[config.mk]
export PLATFORM = sky130hd
export DESIGN_NAME = s2p_deframer
export DESIGN_NICKNAME = d
export VERILOG_FILES = /design/src/rtl/s2p_pkg.sv /design/src/rtl/s2p_fifo.sv /design/src/rtl/s2p_deframer.sv
export SDC_FILE = /design/constraint.sdc
export NUM_CORES = 1
export LEC_CHECK = 0
export ABC_AREA = 1
export CAP_MARGIN = 10
export CORE_MARGIN = 10
export CORE_UTILIZATION = 50
export CTS_CLUSTER_SIZE = 14
export DETAILED_ROUTE_END_ITERATION = 10
export PLACE_DENSITY = 0.69
export SYNTH_ARGS = -nofsm -noshare
export SYNTH_HDL_FRONTEND = slang
export SYNTH_SLANG_ARGS = --single-unit
export TNS_END_PERCENT = 30
[constraint.sdc]
create_clock -name clk -period 3.8 [get_ports clk]
set_input_delay 0.95 -clock clk [delete_from_list [all_inputs] [get_ports clk]]
set_output_delay 0.95 -clock clk [all_outputs]
set_load 0.02 [all_outputs]
[src/rtl/s2p_pkg.sv]
`default_nettype none
// ============================================================================
// Package  : s2p_pkg
// Brief    : Shared types and defaults for the serial-to-parallel deframer.
// Revision : 1.0 - initial release
// ============================================================================
package s2p_pkg;

    // Deframer capture states
    typedef enum logic [0:0] {
        IDLE  = 1'b0,
        SHIFT = 1'b1
    } s2p_state_e;

    localparam int S2P_WIDTH_DEF = 16;
    localparam int S2P_DEPTH_DEF = 4;
    localparam int ERR_CNT_W     = 8;

endpackage : s2p_pkg
`default_nettype wire

[src/rtl/s2p_fifo.sv]
`default_nettype none
// ============================================================================
// Module   : s2p_fifo
// Brief    : First-word-fall-through FIFO, WIDTH x DEPTH (DEPTH power of 2).
//            A push into a full FIFO is accepted only when a pop happens in
//            the same cycle; otherwise the push is ignored.
// Revision : 1.0 - initial release
// ============================================================================
module s2p_fifo #(
    parameter int WIDTH = 16,
    parameter int DEPTH = 4
) (
    input  logic             clk,
    input  logic             rst,
    input  logic             i_push,
    input  logic [WIDTH-1:0] i_wdata,
    input  logic             i_pop,
    output logic [WIDTH-1:0] o_rdata,
    output logic             o_full,
    output logic             o_empty
);

    localparam int c_PTR_W = $clog2(DEPTH);
    localparam int c_CNT_W = $clog2(DEPTH + 1);

    logic [WIDTH-1:0]   r_mem_q [DEPTH];
    logic [c_PTR_W-1:0] r_wr_ptr_q, w_wr_ptr_d;
    logic [c_PTR_W-1:0] r_rd_ptr_q, w_rd_ptr_d;
    logic [c_CNT_W-1:0] r_cnt_q,    w_cnt_d;
    logic               w_wr_en;
    logic               w_rd_en;

    assign o_full  = (r_cnt_q == c_CNT_W'(DEPTH));
    assign o_empty = (r_cnt_q == '0);
    assign w_rd_en = i_pop && !o_empty;
    assign w_wr_en = i_push && (!o_full || w_rd_en);

    // Head word is forced to zero while empty so dout is clean after reset
    assign o_rdata = o_empty ? '0 : r_mem_q[r_rd_ptr_q];

    // Next-state pointers and occupancy
    always_comb begin
        w_wr_ptr_d = r_wr_ptr_q;
        w_rd_ptr_d = r_rd_ptr_q;
        w_cnt_d    = r_cnt_q + c_CNT_W'(w_wr_en) - c_CNT_W'(w_rd_en);
        if (w_wr_en) begin
            w_wr_ptr_d = r_wr_ptr_q + c_PTR_W'(1);
        end
        if (w_rd_en) begin
            w_rd_ptr_d = r_rd_ptr_q + c_PTR_W'(1);
        end
    end

    // Pointer and occupancy registers
    always_ff @(posedge clk or negedge rst) begin
        if (!rst) begin
            r_wr_ptr_q <= '0;
            r_rd_ptr_q <= '0;
            r_cnt_q    <= '0;
        end else begin
            r_wr_ptr_q <= w_wr_ptr_d;
            r_rd_ptr_q <= w_rd_ptr_d;
            r_cnt_q    <= w_cnt_d;
        end
    end

    // Storage array; contents are don't-care until written
    always_ff @(posedge clk) begin
        if (w_wr_en) begin
            r_mem_q[r_wr_ptr_q] <= i_wdata;
        end
    end

endmodule : s2p_fifo
`default_nettype wire

[src/rtl/s2p_deframer.sv]
`default_nettype none
// ============================================================================
// Module   : s2p_deframer
// Brief    : Serial-to-parallel deframer. A one-cycle fs_in pulse starts a
//            frame of WIDTH MSB-first bits; completed words go into an FWFT
//            FIFO read through dvalid/dready. Flags early frame sync
//            (frm_err pulse) and words dropped on a full FIFO (sticky ovf).
// Options  : S2P_ERR_CNT_EN - adds saturating error counter output err_cnt
// Revision : 1.0 - initial release
// ============================================================================
module s2p_deframer
    import s2p_pkg::*;
#(
    parameter int WIDTH = S2P_WIDTH_DEF,
    parameter int DEPTH = S2P_DEPTH_DEF
) (
    input  logic                       clk,
    input  logic                       rst,
    input  logic                       sdin,
    input  logic                       fs_in,
    output logic [WIDTH-1:0]           dout,
    output logic                       dvalid,
    input  logic                       dready,
    output logic [$clog2(WIDTH+1)-1:0] count,
    output logic                       busy,
    output logic                       frm_err,
    output logic                       ovf
`ifdef S2P_ERR_CNT_EN
    ,
    output logic [ERR_CNT_W-1:0]       err_cnt
`endif
);

    localparam int                 c_CNT_W = $clog2(WIDTH + 1);
    localparam logic [c_CNT_W-1:0] c_LAST  = c_CNT_W'(WIDTH - 1);

    s2p_state_e         r_state_q,   w_state_d;
    logic [c_CNT_W-1:0] r_count_q,   w_count_d;
    logic [WIDTH-1:0]   r_shreg_q,   w_shreg_d;
    logic               r_frm_err_q, w_frm_err_d;
    logic               r_ovf_q,     w_ovf_d;
    logic               w_push;
    logic               w_full;
    logic               w_empty;
    logic               w_drop;

    // Capture FSM: frame start, bit shifting, early-sync abort, word push
    always_comb begin
        w_state_d   = r_state_q;
        w_count_d   = r_count_q;
        w_shreg_d   = r_shreg_q;
        w_frm_err_d = 1'b0;
        w_push      = 1'b0;
        case (r_state_q)
            IDLE: begin
                if (fs_in) begin
                    w_state_d = SHIFT;
                    w_count_d = '0;
                end
            end
            SHIFT: begin
                if (fs_in) begin
                    // Early sync wins even on the last bit: drop partial word
                    w_frm_err_d = 1'b1;
                    w_count_d   = '0;
                end else begin
                    w_shreg_d = {r_shreg_q[WIDTH-2:0], sdin};
                    if (r_count_q == c_LAST) begin
                        w_push    = 1'b1;
                        w_state_d = IDLE;
                        w_count_d = '0;
                    end else begin
                        w_count_d = r_count_q + 1'b1;
                    end
                end
            end
            default: begin
                w_state_d = IDLE;
                w_count_d = '0;
            end
        endcase
    end

    // A push into a full FIFO survives only if the consumer pops that cycle
    assign w_drop  = w_push && w_full && !(dvalid && dready);
    assign w_ovf_d = r_ovf_q || w_drop;

    // Deframer state and flag registers
    always_ff @(posedge clk or negedge rst) begin
        if (!rst) begin
            r_state_q   <= IDLE;
            r_count_q   <= '0;
            r_shreg_q   <= '0;
            r_frm_err_q <= 1'b0;
            r_ovf_q     <= 1'b0;
        end else begin
            r_state_q   <= w_state_d;
            r_count_q   <= w_count_d;
            r_shreg_q   <= w_shreg_d;
            r_frm_err_q <= w_frm_err_d;
            r_ovf_q     <= w_ovf_d;
        end
    end

    s2p_fifo #(
        .WIDTH (WIDTH),
        .DEPTH (DEPTH)
    ) u_fifo (
        .clk     (clk),
        .rst     (rst),
        .i_push  (w_push),
        .i_wdata (w_shreg_d),
        .i_pop   (dready),
        .o_rdata (dout),
        .o_full  (w_full),
        .o_empty (w_empty)
    );

    assign dvalid  = !w_empty;
    assign count   = r_count_q;
    assign busy    = (r_state_q == SHIFT);
    assign frm_err = r_frm_err_q;
    assign ovf     = r_ovf_q;

`ifdef S2P_ERR_CNT_EN
    logic [ERR_CNT_W-1:0] r_err_cnt_q, w_err_cnt_d;
    logic [ERR_CNT_W:0]   w_err_sum;

    // Saturating sum of abort and drop events; both in one cycle add two
    always_comb begin
        w_err_sum   = {1'b0, r_err_cnt_q}
                    + (ERR_CNT_W + 1)'(w_frm_err_d)
                    + (ERR_CNT_W + 1)'(w_drop);
        w_err_cnt_d = w_err_sum[ERR_CNT_W] ? '1 : w_err_sum[ERR_CNT_W-1:0];
    end

    // Error counter register, cleared only by reset
    always_ff @(posedge clk or negedge rst) begin
        if (!rst) begin
            r_err_cnt_q <= '0;
        end else begin
            r_err_cnt_q <= w_err_cnt_d;
        end
    end

    assign err_cnt = r_err_cnt_q;
`endif

endmodule : s2p_deframer
`default_nettype wire
==> flow_summary_export.csv <==
group,metric,value,unit
status,outcome,"completed",
place,dp_cells,489,
power,power_frac_comb,37.1,%
floorplanning,dieArea,11800,µm²
timing,post-route-period-util,85.3,%
clock_network,cts.path.max_buffers,2,
route,ant_nets,0,
synth,seq_area_frac_synth,68.6,%
power,switching_share,34.7,%
timing,tightest_slew,0.605,ns
route,drt_iter0_drc,153,
final_layout,register_area,2700,µm²
synth,yosys_warnings,0,
synth,synthCells,363,
power,internal-power,0.00191,W
timing,tns,0,ns
timing,fmaxAchievable,308,MHz
timing,grt_setup_unrepaired,"no",
route,remaining_drc_errors,0,
timing,drv_slew,0,
worst_setup_path,rr_worst_depth,9,
route,num_vias,2548,
final_layout,instances_no_fill,505,
floorplanning,design.portCount,30,
clock_network,htreeDepth,3,
worst_setup_path,worst_ep_required_time,2.85,ns
timing,hold_viol_final,0,
final_layout,synthToLayoutAreaGrowth,14.6,%
clock_network,cts_tree,"yes",
worst_setup_path,slowest_delay,0.65,ns
timing,fin_skew,0.00613,ns
global_route,grt_max_degree,35,
route,wl,7.20,mm
final_layout,num_antenna_cells,0,
worst_setup_path,crit_buf_inv,3,
final_layout,multi_input_area,1040,µm²
global_route,grt_overflow,0,
global_route,grt_pass1_vias,2452,
power,power_density,649,nW/µm²
worst_setup_path,path_cells,"inv_1, buf_4, nand2_1, a21oi_1, clkdlybuf4s50_1",
clock_network,clk_latency,0.35,ns
clock_network,numClockSinks,95,
synth,netlist_area,3930,µm²
power,power.switching,0.00101,W
power,vdd_drop_max,0.220,mV
worst_setup_path,cp_data_arrival_time,2.29,ns
place,io_buffers,29,
timing,setup_violations,0,
floorplanning,rows,32,
global_route,grt_usage,12.9,%
worst_setup_path,critPathKind,"register to output port",
route,firstDrtPassIters,5,
power,p_seq_share,41.8,%
route,avgViaCountPerCell,5.05,
clock_network,cts_hold_buf,0,
global_route,antenna_found_initial,0,
synth,ys_seq_elements,95,
global_route,grt_pass1_wl,12.0,mm
synth,synth_fp_nets,376,
final_layout,final_nets,411,
hold_path,hold_depth,1,
power,p_leak,1.89,nW
synth,synth_area_leader_cell,"edfxtp_1",
clock_network,cts_buffers,9,
hold_path,min_path_type,"register to register",
floorplanning,die_h,109,µm
place,gp_congestion,0.766,
final_layout,drive_above_1_share,6.70,%
synth,ys_types,25,
synth,synth_top_area_share,48.9,%
final_layout,num-fill-cells,650,
route,wire_per_inst,14.2,µm
worst_setup_path,crit_fanout,21,
timing,period_needed,3.24,ns
worst_setup_path,end_kind,"output port",
floorplanning,start_util,51.1,%
clock_network,cts_root_buffer,"clkbuf_8",
clock_network,clk_pin_slew_worst_paths,0.08,ns
clock_network,postCtsSetupBuffers,0,
timing,relSlewSlack,59.6,%
synth,synthTopCellsByArea,"edfxtp_1, dfrtp_1, nand2_1, nor2_1, o21ai_0",
floorplanning,die_w,109,µm
worst_setup_path,critPathSlowestCell,"clkdlybuf4s50_1",
job,maxCapViolCount,0,
worst_setup_path,worstSetupStartpointType,"register",
worst_setup_path,crit_cells,5,
power,p_clk_share,21.1,%
floorplanning,core-area,7690,µm²
synth,avgSynthCellArea,10.8,µm²
worst_setup_path,critical_path.top_delay_family,"buffers and inverters",
worst_setup_path,reg2reg_slack,1.79,ns
place,dpl.hpwl,4.48,mm
clock_network,cts_resized,0,
==> metrics by stage <==
| stage | setup slack (ns) | utilization [%] | cell area, µm² | hold WS (ns) | total power [W] |
|---|---|---|---|---|---|
| floorplan | 1.46 | - | 3930 | 0.464 | 0.00195 |
| global placement | 0.982 | 56.3 | 4330 | 0.463 | 0.00233 |
| detailed placement | 0.934 | 56.3 | 4330 | 0.461 | 0.00235 |
| CTS | 0.541 | 58.6 | 4510 | 0.489 | 0.00296 |
| global route | 0.404 | 58.6 | 4510 | 0.512 | 0.00310 |
| finish | 0.558 | 58.6 | 4510 | 0.482 | 0.00292 |
==> worst paths after layout <==
kind | startpoint | endpoint
hold / removal | ovf$_DFF_PN0_ | ovf$_DFF_PN0_
max in group asynchronous | rst | r_shreg_q[10]$_DFF_PN0_
setup reg to reg | u_fifo.r_cnt_q[1]$_DFF_PN0_ | u_fifo.r_cnt_q[2]$_DFF_PN0_
setup / recovery | u_fifo.r_rd_ptr_q[1]$_DFFE_PN0N_ | dout[2]
min in group asynchronous | rst | count[0]$_DFFE_PN0P_
hold reg to reg | ovf$_DFF_PN0_ | ovf$_DFF_PN0_
==> final cells by class <==
class | count | area share, %
Sequential cell | 95 | 59.9
Multi-Input combinational cell | 228 | 23.2
Timing Repair Buffer | 38 | 7.94
Clock buffer | 11 | 2.92
Tap cell | 102 | 2.83
Inverter | 26 | 2.19
Clock inverter | 5 | 1.08
==> synth_stat cells <==
| cell | count |
|---|---|
| ha_1 | 7 |
| inv_2 | 2 |
| nand4_1 | 3 |
| buf_1 | 1 |
| edfxtp_1 | 64 |
| nor3_1 | 1 |
| buf_4 | 6 |
| dfrtp_1 | 31 |
| o21ai_2 | 1 |
| nor2_1 | 38 |
| nor2_4 | 2 |
| o21ai_1 | 4 |
| o21ai_0 | 19 |
| clkinv_2 | 1 |
| inv_1 | 23 |
| xnor2_1 | 1 |
| nand3_1 | 4 |
| xor2_1 | 2 |
| nand2_1 | 125 |
| buf_2 | 6 |
| fa_1 | 1 |
| nand3_2 | 1 |
| o21bai_1 | 1 |
| buf_6 | 1 |
| a21oi_1 | 18 |
==> flip-flops by register name, summed over array words and instances, names as in the netlist <==
signal             count
r_shreg_q             16
u_fifo.r_mem_q        64
count                  5
frm_err                1
busy                   1
ovf                    1
u_fifo.r_rd_ptr_q      2
u_fifo.r_wr_ptr_q      2
u_fifo.r_cnt_q         3
==> power by group through the flow <==
stage                     clock, W  sequential [W]  combinational (W)
after floorplan                  0         0.00124           0.000710
after global placement           0         0.00124            0.00109
after detailed placement         0         0.00125            0.00110
after CTS                 0.000626         0.00122            0.00111
after global routing      0.000665         0.00123            0.00120
final                     0.000617         0.00122            0.00108
==> layer usage <==
| layer | GRT usage (%) | wire (µm) | vias to the layer above |
|---|---|---|---|
| met5 | 0 | 0 | - |
| li1 | - | - | 1255 |
| met1 | 15.4 | 3110 | 1226 |
| met2 | 22.2 | 3570 | 57 |
| met4 | 4.52 | 93 | 0 |
| met3 | 3.19 | 421 | 10 |
==> cell usage in the layout (no fill, tap or decap), drive strengths merged <==
master and count:
nand3 5, fa 1, nor3 1, buf 9, o21ai 24, a21oi 18
bufinv 1, clkinv 4, ha 7, clkinvlp 1, clkdlybuf4s50 29, dfrtp 31
o21bai 1, nand2 125, clkbuf 11, inv 25, edfxtp 64, xor2 2
xnor2 1, nand4 3, nor2 40
==> cell families (layout without fill, tap and decap cells) <==
logic type                 count (synthesis)  in the layout  share of synthesized area, %
AOI/OAI and AO/OA                         43             43                          5.64
and+or+nand+nor                          174            174                          17.5
adders and majority gates                  8              8                          2.74
buffers and inverters                     40             80                          4.81
DFF                                       95             95                          68.6
xor gates and xnor gates                   3              3                         0.669
No activity file was read; power rests on OpenSTA's default activity.
